**config.mk**
```make
export PLATFORM = sky130hd
export DESIGN_NAME = ysyx_24110015_lsu
export DESIGN_NICKNAME = d
export VERILOG_FILES = /design/src/rtl/ysyx_24110015_lsu_pkg.sv /design/src/rtl/ysyx_24110015_lsu_align.sv /design/src/rtl/ysyx_24110015_lsu.sv
export SDC_FILE = /design/constraint.sdc
export NUM_CORES = 1
export LEC_CHECK = 0
export CORE_MARGIN = 3
export CORE_UTILIZATION = 49
export DETAILED_ROUTE_END_ITERATION = 10
export GPL_ROUTABILITY_DRIVEN = 0
export GPL_TIMING_DRIVEN = 0
export PLACE_DENSITY = 0.87
export SLEW_MARGIN = 20
export SYNTH_ARGS = -nofsm -noshare
export SYNTH_HDL_FRONTEND = slang
export SYNTH_SLANG_ARGS = --single-unit
```
**constraint.sdc**
```tcl
create_clock -name clk -period 3.22 [get_ports clk]
set_clock_uncertainty 0.1 [all_clocks]
set_input_delay 0.644 -clock clk [delete_from_list [all_inputs] [get_ports clk]]
set_output_delay 0.644 -clock clk [all_outputs]
set_load 0.02 [all_outputs]
```
**src/rtl/ysyx_24110015_lsu_pkg.sv**
```systemverilog
// Shared definitions for the load/store unit.
// Holds the MemOp encodings, the FSM state enum, the store lane masks and
// the legality check that sorts an operation into bus access or access fault.
package ysyx_24110015_lsu_pkg;

    // MemOp encodings
    localparam logic [2:0] MEMOP_B  = 3'b000;
    localparam logic [2:0] MEMOP_H  = 3'b001;
    localparam logic [2:0] MEMOP_W  = 3'b010;
    localparam logic [2:0] MEMOP_BU = 3'b100;
    localparam logic [2:0] MEMOP_HU = 3'b101;

    // Byte-lane masks before shifting by the address offset
    localparam logic [3:0] MASK_NONE = 4'b0000;
    localparam logic [3:0] MASK_B    = 4'b0001;
    localparam logic [3:0] MASK_H    = 4'b0011;
    localparam logic [3:0] MASK_W    = 4'b1111;

    typedef enum logic [1:0] {
        S_IDLE = 2'd0,
        S_REQ  = 2'd1,
        S_WAIT = 2'd2,
        S_DONE = 2'd3
    } lsu_state_e;

    // True when the access is a legal, naturally aligned op for its direction.
    function automatic logic access_ok(input logic [2:0] op, input logic [1:0] off,
                                       input logic is_store);
        logic ok;
        ok = 1'b0;
        case (op)
            MEMOP_B:  ok = 1'b1;
            MEMOP_H:  ok = ~off[0];
            MEMOP_W:  ok = (off == 2'b00);
            MEMOP_BU: ok = ~is_store;
            MEMOP_HU: ok = ~is_store & ~off[0];
            default:  ok = 1'b0;
        endcase
        return ok;
    endfunction

endpackage

```
**src/rtl/ysyx_24110015_lsu_align.sv**
```systemverilog
// Combinational lane steering for the LSU.
// Store side: shifts store data into its byte lanes and builds the write mask.
// Load side: shifts the returned word down by the byte offset and extends.
// Ports: st_op/st_off/wdata -> st_wdata_c/st_wmask_c;
//        ld_op/ld_off/rdata -> ld_data_c.
module ysyx_24110015_lsu_align
    import ysyx_24110015_lsu_pkg::*;
(
    input  logic [2:0]  st_op,
    input  logic [1:0]  st_off,
    input  logic [31:0] wdata,
    output logic [31:0] st_wdata_c,
    output logic [3:0]  st_wmask_c,
    input  logic [2:0]  ld_op,
    input  logic [1:0]  ld_off,
    input  logic [31:0] rdata,
    output logic [31:0] ld_data_c
);

    logic [31:0] shifted;

    // Store lanes: data and mask move up by the byte offset
    always_comb begin
        st_wdata_c = wdata << {st_off, 3'b000};
        st_wmask_c = MASK_NONE;
        case (st_op)
            MEMOP_B: st_wmask_c = MASK_B << st_off;
            MEMOP_H: st_wmask_c = MASK_H << st_off;
            MEMOP_W: st_wmask_c = MASK_W;
            default: st_wmask_c = MASK_NONE;
        endcase
    end

    // Load extract: shift the addressed byte down to lane 0, then extend
    always_comb begin
        shifted   = rdata >> {ld_off, 3'b000};
        ld_data_c = 32'h0;
        case (ld_op)
            MEMOP_B:  ld_data_c = {{24{shifted[7]}}, shifted[7:0]};
            MEMOP_H:  ld_data_c = {{16{shifted[15]}}, shifted[15:0]};
            MEMOP_W:  ld_data_c = shifted;
            MEMOP_BU: ld_data_c = {24'h0, shifted[7:0]};
            MEMOP_HU: ld_data_c = {16'h0, shifted[15:0]};
            default:  ld_data_c = 32'h0;
        endcase
    end

endmodule

```
**src/rtl/ysyx_24110015_lsu.sv**
```systemverilog
// Load/store unit: accepts one op from EXU, issues at most one bus access,
// and returns the result to writeback.
// Ports: clk/rst; in_valid/in_ready + addr/wdata/MemWrite/MemRead/MemOp from EXU;
//        out_valid/out_ready + data_out/err to writeback;
//        req_* bus request channel, resp_valid/resp_rdata bus response.
module ysyx_24110015_lsu
    import ysyx_24110015_lsu_pkg::*;
#(
    parameter int unsigned TIMEOUT_CYCLES = 255
) (
    input  logic        clk,
    input  logic        rst,
    input  logic        in_valid,
    output logic        in_ready,
    input  logic [31:0] addr,
    input  logic [31:0] wdata,
    input  logic        MemWrite,
    input  logic        MemRead,
    input  logic [2:0]  MemOp,
    output logic        out_valid,
    input  logic        out_ready,
    output logic [31:0] data_out,
    output logic        err,
    output logic        req_valid,
    input  logic        req_ready,
    output logic        req_wen,
    output logic [31:0] req_addr,
    output logic [31:0] req_wdata,
    output logic [3:0]  req_wmask,
    input  logic        resp_valid,
    input  logic [31:0] resp_rdata
);

    localparam int unsigned WD_W = $clog2(TIMEOUT_CYCLES + 1);
    localparam logic [WD_W-1:0] WD_LAST = WD_W'(TIMEOUT_CYCLES - 1);

    lsu_state_e      state;
    logic [WD_W-1:0] wd;
    logic [1:0]      off_q;
    logic [2:0]      memop_q;
    logic            store_q;

    logic [31:0] st_wdata_c;
    logic [3:0]  st_wmask_c;
    logic [31:0] ld_data_c;

    assign in_ready = (state == S_IDLE);

    // Store lanes come from the live inputs so req_* are ready the cycle after
    // acceptance; load extraction uses the held offset/op.
    ysyx_24110015_lsu_align u_align (
        .st_op      (MemOp),
        .st_off     (addr[1:0]),
        .wdata      (wdata),
        .st_wdata_c (st_wdata_c),
        .st_wmask_c (st_wmask_c),
        .ld_op      (memop_q),
        .ld_off     (off_q),
        .rdata      (resp_rdata),
        .ld_data_c  (ld_data_c)
    );

    // Control FSM with registered outputs
    always_ff @(posedge clk) begin
        if (rst) begin
            state     <= S_IDLE;
            out_valid <= 1'b0;
            data_out  <= 32'h0;
            err       <= 1'b0;
            req_valid <= 1'b0;
            req_wen   <= 1'b0;
            req_wmask <= MASK_NONE;
            req_addr  <= 32'h0;
            req_wdata <= 32'h0;
            wd        <= '0;
            off_q     <= 2'b00;
            memop_q   <= 3'b000;
            store_q   <= 1'b0;
        end else begin
            case (state)
                S_IDLE: begin
                    if (in_valid) begin
                        off_q   <= addr[1:0];
                        memop_q <= MemOp;
                        store_q <= MemWrite;
                        if (!MemRead && !MemWrite) begin
                            state     <= S_DONE;
                            out_valid <= 1'b1;
                            data_out  <= addr;
                            err       <= 1'b0;
                        end else if (!access_ok(MemOp, addr[1:0], MemWrite)) begin
                            state     <= S_DONE;
                            out_valid <= 1'b1;
                            data_out  <= 32'h0;
                            err       <= 1'b1;
                        end else begin
                            state     <= S_REQ;
                            req_valid <= 1'b1;
                            req_wen   <= MemWrite;
                            req_addr  <= {addr[31:2], 2'b00};
                            req_wdata <= st_wdata_c;
                            req_wmask <= MemWrite ? st_wmask_c : MASK_NONE;
                            wd        <= '0;
                        end
                    end
                end
                // Watchdog wins over a same-cycle handshake so the bound always holds
                S_REQ: begin
                    if (wd == WD_LAST) begin
                        state     <= S_DONE;
                        req_valid <= 1'b0;
                        out_valid <= 1'b1;
                        data_out  <= 32'h0;
                        err       <= 1'b1;
                    end else begin
                        wd <= wd + WD_W'(1);
                        if (req_ready) begin
                            state     <= S_WAIT;
                            req_valid <= 1'b0;
                        end
                    end
                end
                S_WAIT: begin
                    if (wd == WD_LAST) begin
                        state     <= S_DONE;
                        out_valid <= 1'b1;
                        data_out  <= 32'h0;
                        err       <= 1'b1;
                    end else if (resp_valid) begin
                        state     <= S_DONE;
                        out_valid <= 1'b1;
                        data_out  <= store_q ? 32'h0 : ld_data_c;
                        err       <= 1'b0;
                    end else begin
                        wd <= wd + WD_W'(1);
                    end
                end
                S_DONE: begin
                    if (out_ready) begin
                        state     <= S_IDLE;
                        out_valid <= 1'b0;
                    end
                end
                default: state <= S_IDLE;
            endcase
        end
    end

endmodule

```
==> summary.md <==
| Metric | Value |
|---|---|
| Final Cycle Share | 94.6% |
| # resized after CTS | 0 |
| Vias | 6482 |
| DP HPWL | between 15 and 20 mm |
| Seq/Total Area, Yosys | between 40% and 50% |
| Core Area | 0.0115 sq mm |
| Grt total ovfl | 0 |
| Routed vias/inst | 5.93 |
| Number of flops mapped to enable cells by yosys | 0 |
| Width of the die | 115 microns |
| Relative slew slack | 25.0% |
| Worst R2R Start | state[0] |
| Layout Utilization | 75.3% |
| RSZ-0062 raised after global routing | false |
| Clock sink count | roughly 120 |
| Pre-antenna DRT Iters | 6 |
| Async SR Flop Fraction | 0% |
| Die span in y | between 100 and 150 microns |
| Fin. max-slew vios | 0 |
| Placement row count | 39 |
| Routed WL | 21.7 mm |
| Worst EP arrival | around 3.3 ns |
| Hold Path Origin | req_addr[21] |
| Tot GR Track Use | 31.8% |
| Worst vdd ir | between 400 and 500 uV |
| Syn Area/Cell | 8.18 sq um |
| Starting DRT DRC Count | ~670 |
| H-tree levels | 4 |
| Die area | 0.0132 sq mm |
| Ant diodes | 0 |
| Total setup buffers inserted after CTS | 0 |
| Crit end category | flop |
| Cts bufs inserted | 17 |
| Share of layout cells above drive strength 1 | 6.74% |
| Top cells by area, synth | dfxtp_1 41%, a21oi_1 6.3%, nand2_1 6.3% |
| Static leakage | 3.06 nW |
| DRC | 0 |
| Clock-pin slew on the worst setup and hold paths | 0.05 ns |
| Cell Area, Synth | 0.00581 sq mm |
| Max-cap viol count | 0 |
| FILL cells | around 860 |
| PwrDens | 780 mW/mm^2 |
| WL/cell | 19.8 microns |
| Final ANT Viol Nets | 0 |
| Primary FF master, synth | dfxtp_1 |
| Tmin final | approximately 3 ns |
| Ports | 212 |
| CP startpoint kind | primary input |
| Total power draw | 6.77 mW |
| Total number of yosys warnings | 0 |
| Top-area cell type share of the netlist area | a little over 40% |
| Post-Syn Instances | 710 |
| Setup Viol. Count Final | 0 |
| Distinct cells, synth | 55 |
| Status | finished, final reports clean |
| Final #Nets | 1051 |
| Hold Vio Cnt, Final | 0 |
| Port Buf Inserts | about 210 |
| Starting Density | 50.5% |
| Clock Latency Late Sink | about 0.4 ns |
| CP Max Fanout | 10 |
| Post-CTS Hold Fix Bufs | 0 |
| CTS tree | done |
| Crit path from | MemOp[0] |
| Clock Path Buffers | 2 |
| Peak Freq | 328 MHz |
| Synthesis-to-layout area growth | 49.3% |
| First-pass GRT wire length | between 30 and 40 mm |
| Cell taking the most area after synthesis | dfxtp_1 |
| Critical path class | primary input to flop |
| Synthesis-stage register bit count | approximately 120 |
| Clk root buf | clkbuf_16 |
| Number of global-route vias before repair | 6262 |
| Worst-Margin Slew | 1.12 ns |
| Data required, critical path | 3.45 ns |
| Initial antenna violation count | 0 |
| Hold crit path type | flop to flop |
| Largest net degree at the start of global routing | 17 |
[metal layers]
metal,GRT usage (%),up-vias,routed length [microns],part of all wire (%)
met2,53.5,410,10000,46
met5,0,-,0,0
met4,14.2,0,899,4.1
met3,10.5,70,2450,11
li1,-,3015,-,-
met1,36.9,2987,8280,38
[cell type report]
type / instances / area, sq um / share of cell area [%]
Sequential cell: 118 / 2360 / 27.2
Buffer: 61 / 260 / 3.00
Multi-Input combinational cell: 523 / 3160 / 36.4
Inverter: 9 / 33.8 / 0.389
Timing Repair Buffer: 207 / 2070 / 23.9
Tap cell: 143 / 179 / 2.06
Clock buffer: 24 / 492 / 5.67
Clock inverter: 8 / 120 / 1.38
[stage by stage]
stage                     instances  setup slack (ns)  hold slack, ns  cell area [sq um]  TNS [ns]
after global routing           1093            0.0371           0.377               8680         0
final                          1093             0.172           0.352               8680         0
after CTS                      1093             0.226           0.354               8680         0
after floorplan                 711             0.793           0.331               5810         0
after detailed placement       1061            -0.179           0.343               8070     -7.47
after global placement         1061            -0.167           0.339               8070     -6.34
[layout by cell type, fill, tap and decap left out, drive strengths merged, types with 10 or more instances in the layout]
master         synthesis  final
clkdlybuf4s50          0    207
dfxtp                118    118
nand2                 97     97
nor2                  85     85
a21oi                 73     73
clkbuf                43     67
a211oi                48     48
mux2i                 34     34
nor3                  29     29
a22oi                 26     26
o21ai                 23     23
buf                   18     18
nor2b                 13     13
nand3                 12     12
a221oi                10     10
[sequential cells by signal, indices dropped and copies added (netlist names), 2 cells and up]
signal	cells
req_wmask	4
state	2
off_q	2
wd	8
data_out	32
req_addr	30
memop_q	3
req_wdata	32
[cell usage after synthesis (10+ instances only)]
library cell and n:
clkbuf_1 43, a22oi_1 26, nand2_1 97, o21ai_0 23, nor2b_1 13, nor2_1 85
a211oi_1 46, dfxtp_1 118, nor3_1 28, a21oi_1 73, buf_2 10, mux2i_1 34
nand3_1 12
[worst max-delay path: stages]
cell	delay, ns
clkdlybuf4s50_1	0.62
nor4_4	0.41
o22ai_2	0.19
nor2_1	0.18
clkbuf_1	0.47
clkbuf_1	0.49
nand2_1	0.11
a21oi_1	0.15
[power breakdown]
group          switching (mW)  internal (mW)  total (mW)
sequential              0.192           1.78        1.97
combinational            1.66           1.19        2.85
clock                   0.656           1.30        1.95
total                    2.51           4.26        6.77
[logic make-up after synthesis]
group	after synthesis	synth area share (%)
and+or+nand+nor	258	19.8
AOI/OAI and AO/OA	212	24.9
DFF	118	40.7
buffers and inverters	70	5.06
muxes	44	7.99
adders and majority gates	7	1.51
other	1	0.0645
[worst paths after layout]
path | end | cells past startpoint | slack, ns
worst max-delay path | req_addr[27] | 8 | 0.17
worst min-delay path | req_addr[21] | 2 | 0.35
worst max register to register | req_wdata[31] | 10 | 0.27
worst min register to register | req_addr[21] | 2 | 0.35
(Power assumes the default switching activity.)
